$ cat src/rtl/uart_tx.sv
// uart_tx: byte-serial UART transmitter with a small input FIFO.
// Each frame is start bit, DATA_W data bits sent LSB-first, an optional
// parity bit, then STOP_BITS stop bits. Every bit lasts one i_clk_en period.
// Optional feature: define UART_TX_PARITY_EN to add a parity bit after the
// data bits. PARITY_ODD selects its polarity.
module uart_tx #(
  parameter int unsigned DATA_W     = 8,
  parameter int unsigned FIFO_DEPTH = 4,
  parameter int unsigned STOP_BITS  = 1,
  parameter int unsigned PARITY_ODD = 0
) (
  input  logic              i_sys_clk,
  input  logic              i_rst_n,
  input  logic              i_clk_en,
  input  logic [DATA_W-1:0] i_data,
  input  logic              i_valid,
  output logic              o_ready,
  output logic              o_tx,
  output logic              o_busy
);

  localparam int unsigned PTR_W = $clog2(FIFO_DEPTH);
  localparam int unsigned CNT_W = PTR_W + 1;
  localparam int unsigned BIT_W = $clog2(DATA_W);

  // Reject parameter values the frame logic cannot represent.
  if (DATA_W < 5 || DATA_W > 9 || FIFO_DEPTH < 2 || (FIFO_DEPTH & (FIFO_DEPTH - 1)) != 0 ||
      STOP_BITS < 1 || STOP_BITS > 2 || PARITY_ODD > 1) begin : g_bad_cfg
    $error("uart_tx: unsupported parameter combination");
  end

  typedef enum logic [2:0] {
    S_IDLE,
    S_START,
    S_DATA,
`ifdef UART_TX_PARITY_EN
    S_PARITY,
`endif
    S_STOP
  } state_t;

  state_t              state, state_n;
  logic [DATA_W-1:0]   mem [FIFO_DEPTH];
  logic [PTR_W-1:0]    wr_ptr, rd_ptr;
  logic [CNT_W-1:0]    count, count_n;
  logic [DATA_W-1:0]   shift, shift_n;
  logic [BIT_W-1:0]    bit_cnt, bit_cnt_n;
  logic                stop_cnt, stop_cnt_n;
  logic                tx_n, busy_n;
  logic                push, pop, fifo_empty;
`ifdef UART_TX_PARITY_EN
  logic                par, par_n;
`endif

  assign fifo_empty = (count == '0);
  assign o_ready    = (count != CNT_W'(FIFO_DEPTH));
  assign push       = i_valid && o_ready;

  // FIFO storage; written at the write pointer on every accepted push.
  always_ff @(posedge i_sys_clk) begin
    if (push) begin
      mem[wr_ptr] <= i_data;
    end
  end

  // Occupancy follows push/pop; simultaneous push and pop leave it unchanged.
  always_comb begin
    count_n = count;
    unique case ({push, pop})
      2'b10:   count_n = count + CNT_W'(1);
      2'b01:   count_n = count - CNT_W'(1);
      default: count_n = count;
    endcase
  end

  // Next-state, datapath and line-level decode; moves only on baud ticks.
  always_comb begin
    state_n    = state;
    shift_n    = shift;
    bit_cnt_n  = bit_cnt;
    stop_cnt_n = stop_cnt;
    pop        = 1'b0;
    tx_n       = 1'b1;
    busy_n     = 1'b0;
`ifdef UART_TX_PARITY_EN
    par_n      = par;
`endif
    if (i_clk_en) begin
      unique case (state)
        S_IDLE: begin
          if (!fifo_empty) begin
            pop     = 1'b1;
            state_n = S_START;
          end
        end
        S_START: begin
          bit_cnt_n = '0;
          state_n   = S_DATA;
        end
        S_DATA: begin
          shift_n   = shift >> 1;
          bit_cnt_n = bit_cnt + BIT_W'(1);
          if (bit_cnt == BIT_W'(DATA_W - 1)) begin
            stop_cnt_n = 1'b0;
`ifdef UART_TX_PARITY_EN
            state_n    = S_PARITY;
`else
            state_n    = S_STOP;
`endif
          end
        end
`ifdef UART_TX_PARITY_EN
        S_PARITY: begin
          stop_cnt_n = 1'b0;
          state_n    = S_STOP;
        end
`endif
        S_STOP: begin
          if (stop_cnt == 1'(STOP_BITS - 1)) begin
            if (!fifo_empty) begin
              pop     = 1'b1;
              state_n = S_START;
            end else begin
              state_n = S_IDLE;
            end
          end else begin
            stop_cnt_n = stop_cnt + 1'b1;
          end
        end
        default: state_n = S_IDLE;
      endcase
    end

    if (pop) begin
      shift_n = mem[rd_ptr];
`ifdef UART_TX_PARITY_EN
      par_n   = (^mem[rd_ptr]) ^ 1'(PARITY_ODD);
`endif
    end

    unique case (state_n)
      S_START:  tx_n = 1'b0;
      S_DATA:   tx_n = shift_n[0];
`ifdef UART_TX_PARITY_EN
      S_PARITY: tx_n = par_n;
`endif
      default:  tx_n = 1'b1;
    endcase

    busy_n = (state_n != S_IDLE) || (count_n != '0);
  end

  // State, FIFO pointers and registered outputs; reset abandons any frame.
  always_ff @(posedge i_sys_clk or negedge i_rst_n) begin
    if (!i_rst_n) begin
      state    <= S_IDLE;
      wr_ptr   <= '0;
      rd_ptr   <= '0;
      count    <= '0;
      shift    <= '0;
      bit_cnt  <= '0;
      stop_cnt <= 1'b0;
      o_tx     <= 1'b1;
      o_busy   <= 1'b0;
`ifdef UART_TX_PARITY_EN
      par      <= 1'b0;
`endif
    end else begin
      state    <= state_n;
      count    <= count_n;
      shift    <= shift_n;
      bit_cnt  <= bit_cnt_n;
      stop_cnt <= stop_cnt_n;
      o_tx     <= tx_n;
      o_busy   <= busy_n;
`ifdef UART_TX_PARITY_EN
      par      <= par_n;
`endif
      if (push) begin
        wr_ptr <= wr_ptr + PTR_W'(1);
      end
      if (pop) begin
        rd_ptr <= rd_ptr + PTR_W'(1);
      end
    end
  end

endmodule

$ cat config.mk
export PLATFORM = sky130hd
export DESIGN_NAME = uart_tx
export DESIGN_NICKNAME = d
export VERILOG_FILES = /design/src/rtl/uart_tx.sv
export SDC_FILE = /design/constraint.sdc
export NUM_CORES = 1
export LEC_CHECK = 0
export BUFFER_PORTS_ARGS = -buffer_cell sky130_fd_sc_hd__buf_2
export CAP_MARGIN = 20
export CORE_UTILIZATION = 49
export DETAILED_ROUTE_END_ITERATION = 7
export PLACE_DENSITY = 0.66
export SYNTH_ARGS = -nofsm -noshare
export SYNTH_HDL_FRONTEND = slang
export SYNTH_SLANG_ARGS = --single-unit
$ cat constraint.sdc
create_clock -name i_sys_clk -period 3.2 [get_ports i_sys_clk]
set_clock_uncertainty 0.1 [all_clocks]
set_input_delay 0.16 -clock i_sys_clk [delete_from_list [all_inputs] [get_ports i_sys_clk]]
set_output_delay 0.16 -clock i_sys_clk [all_outputs]
set_load 0.1 [all_outputs]
==> results.txt <==
Non-Filler Cell Area, Final: 2690 um2
Count of cell types in the netlist: 37
Insertion delay to the later sink of the worst-skew pair: 0.29 ns
Global-route usage over all layers: 0.163
Core footprint: 4470 um2
Capturing instance or port of the critical path: o_busy
Hpwl dp: 2.59 mm
Leakage: 1.08 nW
Number of top-level pins: 15
Final antenna diode count: 0
Flop pwr share: 0.451
Worst VDD drop: 0.000506 V
Synth-to-Final Area Change: 14.1%
DRC viols: 1
Clock tree sinks: 55
Port Buffers: 14
Share of flip-flops with an asynchronous set or reset after synthesis: 0.418
Combinational fraction of design power: 0.352
Tightest Hold Check Type: input pin to register
Mean instance size in the synthesized netlist: 16.6 um2
Detailed-route wire length per cell: 16.6 um
Vias in the first global route: 1260
Netlist Area Pre-Place: 2350 um2
Max-Slew Margin vs Limit: 0.611
Setup slack on the worst flop-to-flop path: 0.25 ns
TritonCTS buffer count: 5
Critical Path Source Type: register
Drt total wl: 3.68 mm
Worst EP required: 3.28 ns
Clock slew seen by the registers of the worst setup and hold paths: 0.09 ns
Starting utilization of the core area: 0.526
Power density of the placed cells: 972 nW/um2
Instance area at placement: 2460 um2
Minimum setup slack in the final design: 0.247 ns
Final clock period utilization by the worst path: 0.923
Final count of negative-setup-slack endpoints: 0
Source of the worst hold timing path: i_clk_en
Die Y-Extent: 71.3 um
First-pass GRT wire length: 6.14 mm
Die boundary width: 71.3 um
Class of the most critical setup path: register to register
Library cell used as clock root buffer: sky130_fd_sc_hd__clkbuf_8
Number of hold-slack violations in the final timing report: 0
Worst reg2reg path endpoint: o_busy
Largest net degree at the start of global routing: 24
TritonRoute pass-1 iters: 6
Non-filler instance count after layout: 221
Number of register bits inferred by synthesis: 55
Placer congestion estimate: 0.707
Number of instances in the placed design: 204
Mapped Nets: 162
Outcome: finished, violations left
CTS HTree Levels: 2
Worst flop-to-flop path startpoint: state[1]
CP max FO: 10
Initial antenna violation count: 0
Cell row count: 24
Post-CTS setup-driven buffer insertion count: 0
Net count of the finished layout: 188
Tmin final: 2.95 ns
Switching power total: 872 uW
Dominant synthesized flop cell: sky130_fd_sc_hd__edfxtp_1
Count of maximum capacitance violations: 0
Relative contribution of the clock network to total power: 0.196
TritonCTS clock tree: yes
Internal power of the cells: 1.74 mW
Per-cell via count in the routed design: 5.61
Die outline area: 5090 um2
Iteration-0 DRC Markers: 40
Unrepaired setup endpoints after global routing: false
Worst Max-Slew Pin Slew: 0.584 ns
Antenna-violating nets left: 0
Endpoint kind of the worst setup timing path: register
Worst-case reg-to-reg path depth: 9
Count of flip-flops with a built-in enable after synthesis: 32
Pre-CTS setup slack: 0.254 ns
Hold buffer count at cts: 9
Max Buffers Root-to-Sink: 2
Share of cells above drive strength 1: 0.243
Setup Total Neg Slack: 0 ns
Post-Synthesis Cells: 142
Timing-limited maximum frequency: 339 MHz
Violations in the final reports: DRC
First element of the critical path: state[1]
Arrival time of the worst setup path: 3.03 ns
Total overflow reported by the global router: 0
Sequential cell area fraction in the yosys report: 0.653
Ys Warns: 0
Pins Over Slew Limit: 0
Switching share of total power: 0.334
Total number of vias: 1240
Resize count post-CTS: 0
-- metrics by stage --
stage,total power [mW],hold slack [ns],util
finish,2.61,0.00402,0.601
global route,2.78,0.0193,0.601
CTS,2.64,0.00281,0.601
detailed placement,2.12,0.0643,0.551
global placement,2.06,0.0513,0.551
floorplan,1.93,-0.236,-
-- worst max-delay path: stages, from the launching register on --
cell                       delay, ns
sky130_fd_sc_hd__dfrtp_1        0.49
sky130_fd_sc_hd__xnor2_1        0.30
sky130_fd_sc_hd__o311ai_4       0.20
sky130_fd_sc_hd__inv_2          0.20
sky130_fd_sc_hd__ha_1           0.23
sky130_fd_sc_hd__fa_1           0.46
sky130_fd_sc_hd__nor3b_1        0.20
sky130_fd_sc_hd__a21oi_1        0.06
sky130_fd_sc_hd__or3_1          0.29
sky130_fd_sc_hd__or3_1          0.31
-- power by group through the flow --
stage                     Clock [mW]  Sequential (mW)  Combinational [mW]
after detailed placement           0             1.20               0.919
after floorplan                    0             1.16               0.769
after global placement             0             1.19               0.879
after CTS                      0.523             1.18               0.932
final                          0.513             1.18               0.920
after global routing           0.545             1.21                1.02
-- cells by family (layout without fill, tap and decap cells) --
group / count (synthesis) / count (layout) / share of synthesized area
adders and majority gates: 8 / 8 / 0.0457
and+or+nand+nor: 27 / 27 / 0.0664
buffers and inverters: 8 / 35 / 0.0197
AOI/OAI and AO/OA: 25 / 25 / 0.0940
xor gates and xnor gates: 7 / 7 / 0.0260
muxes: 12 / 12 / 0.0951
DFF: 55 / 55 / 0.653
-- sequential cells by signal, indices dropped and copies added, names as in the netlist --
signal,count
rd_ptr,2
o_busy,1
bit_cnt,3
state,3
wr_ptr,2
count,3
shift,8
o_tx,1
mem,32
-- cell type report --
cell class                      instances  area, um2
Timing Repair Buffer                   24        168
Tap cell                               52       65.1
Clock buffer                            6       72.6
Clock inverter                          2       60.1
Fill cell                             335       1790
Multi-Input combinational cell         79        773
Sequential cell                        55       1540
Inverter                                3       11.3
-- cell usage after synthesis, types with 2 or more instances --
cell,n,area (um2)
sky130_fd_sc_hd__a21o_1,6,45.0
sky130_fd_sc_hd__a21oi_1,3,15.0
sky130_fd_sc_hd__a22o_1,10,87.6
sky130_fd_sc_hd__and3_1,4,25.0
sky130_fd_sc_hd__buf_4,2,15.0
sky130_fd_sc_hd__dfrtp_1,22,551
sky130_fd_sc_hd__edfxtp_1,32,961
sky130_fd_sc_hd__ha_1,7,87.6
sky130_fd_sc_hd__inv_1,2,7.51
sky130_fd_sc_hd__mux2_2,3,33.8
sky130_fd_sc_hd__mux4_2,8,180
sky130_fd_sc_hd__nand2_1,7,26.3
sky130_fd_sc_hd__nor2_1,3,11.3
sky130_fd_sc_hd__nor2b_1,4,25.0
sky130_fd_sc_hd__or3_1,2,12.5
sky130_fd_sc_hd__xnor2_1,6,52.6
-- how the worst min path moves through the flow --
| stage | slack (ns) | cells past startpoint | to |
|---|---|---|---|
| after floorplan | -0.24 | 0 | bit_cnt[0] |
| after global placement | 0.05 | 1 | bit_cnt[1] |
| after detailed placement | 0.06 | 1 | bit_cnt[1] |
| after CTS | 0.003 | 2 | state[2] |
| after global routing | 0.02 | 2 | state[2] |
| final | 0.004 | 2 | state[2] |
-- per-layer routing --
metal  part of all wire  global-route usage  up-vias
met5                  0                   0        -
met4              0.016              0.0600        0
met3              0.024              0.0309        6
met2               0.50               0.270       17
met1               0.46               0.216      624
li1                   -                   -      593
-- placed cells by master, fill, tap and decap left out, types with 2 or more instances in the layout --
| cell type | n |
|---|---|
| sky130_fd_sc_hd__buf_2 | 14 |
| sky130_fd_sc_hd__a21oi_1 | 3 |
| sky130_fd_sc_hd__bufinv_16 | 2 |
| sky130_fd_sc_hd__and3_1 | 4 |
| sky130_fd_sc_hd__a21o_1 | 6 |
| sky130_fd_sc_hd__dfrtp_1 | 22 |
| sky130_fd_sc_hd__xnor2_1 | 6 |
| sky130_fd_sc_hd__edfxtp_1 | 32 |
| sky130_fd_sc_hd__clkbuf_8 | 5 |
| sky130_fd_sc_hd__dlygate4sd3_1 | 9 |
| sky130_fd_sc_hd__inv_1 | 2 |
| sky130_fd_sc_hd__nor2b_1 | 4 |
| sky130_fd_sc_hd__or3_1 | 2 |
| sky130_fd_sc_hd__mux2_2 | 3 |
| sky130_fd_sc_hd__nand2_1 | 6 |
| sky130_fd_sc_hd__nor2_1 | 3 |
| sky130_fd_sc_hd__ha_1 | 7 |
| sky130_fd_sc_hd__mux4_2 | 8 |
| sky130_fd_sc_hd__a22o_1 | 10 |
(Power assumes the default switching activity.)
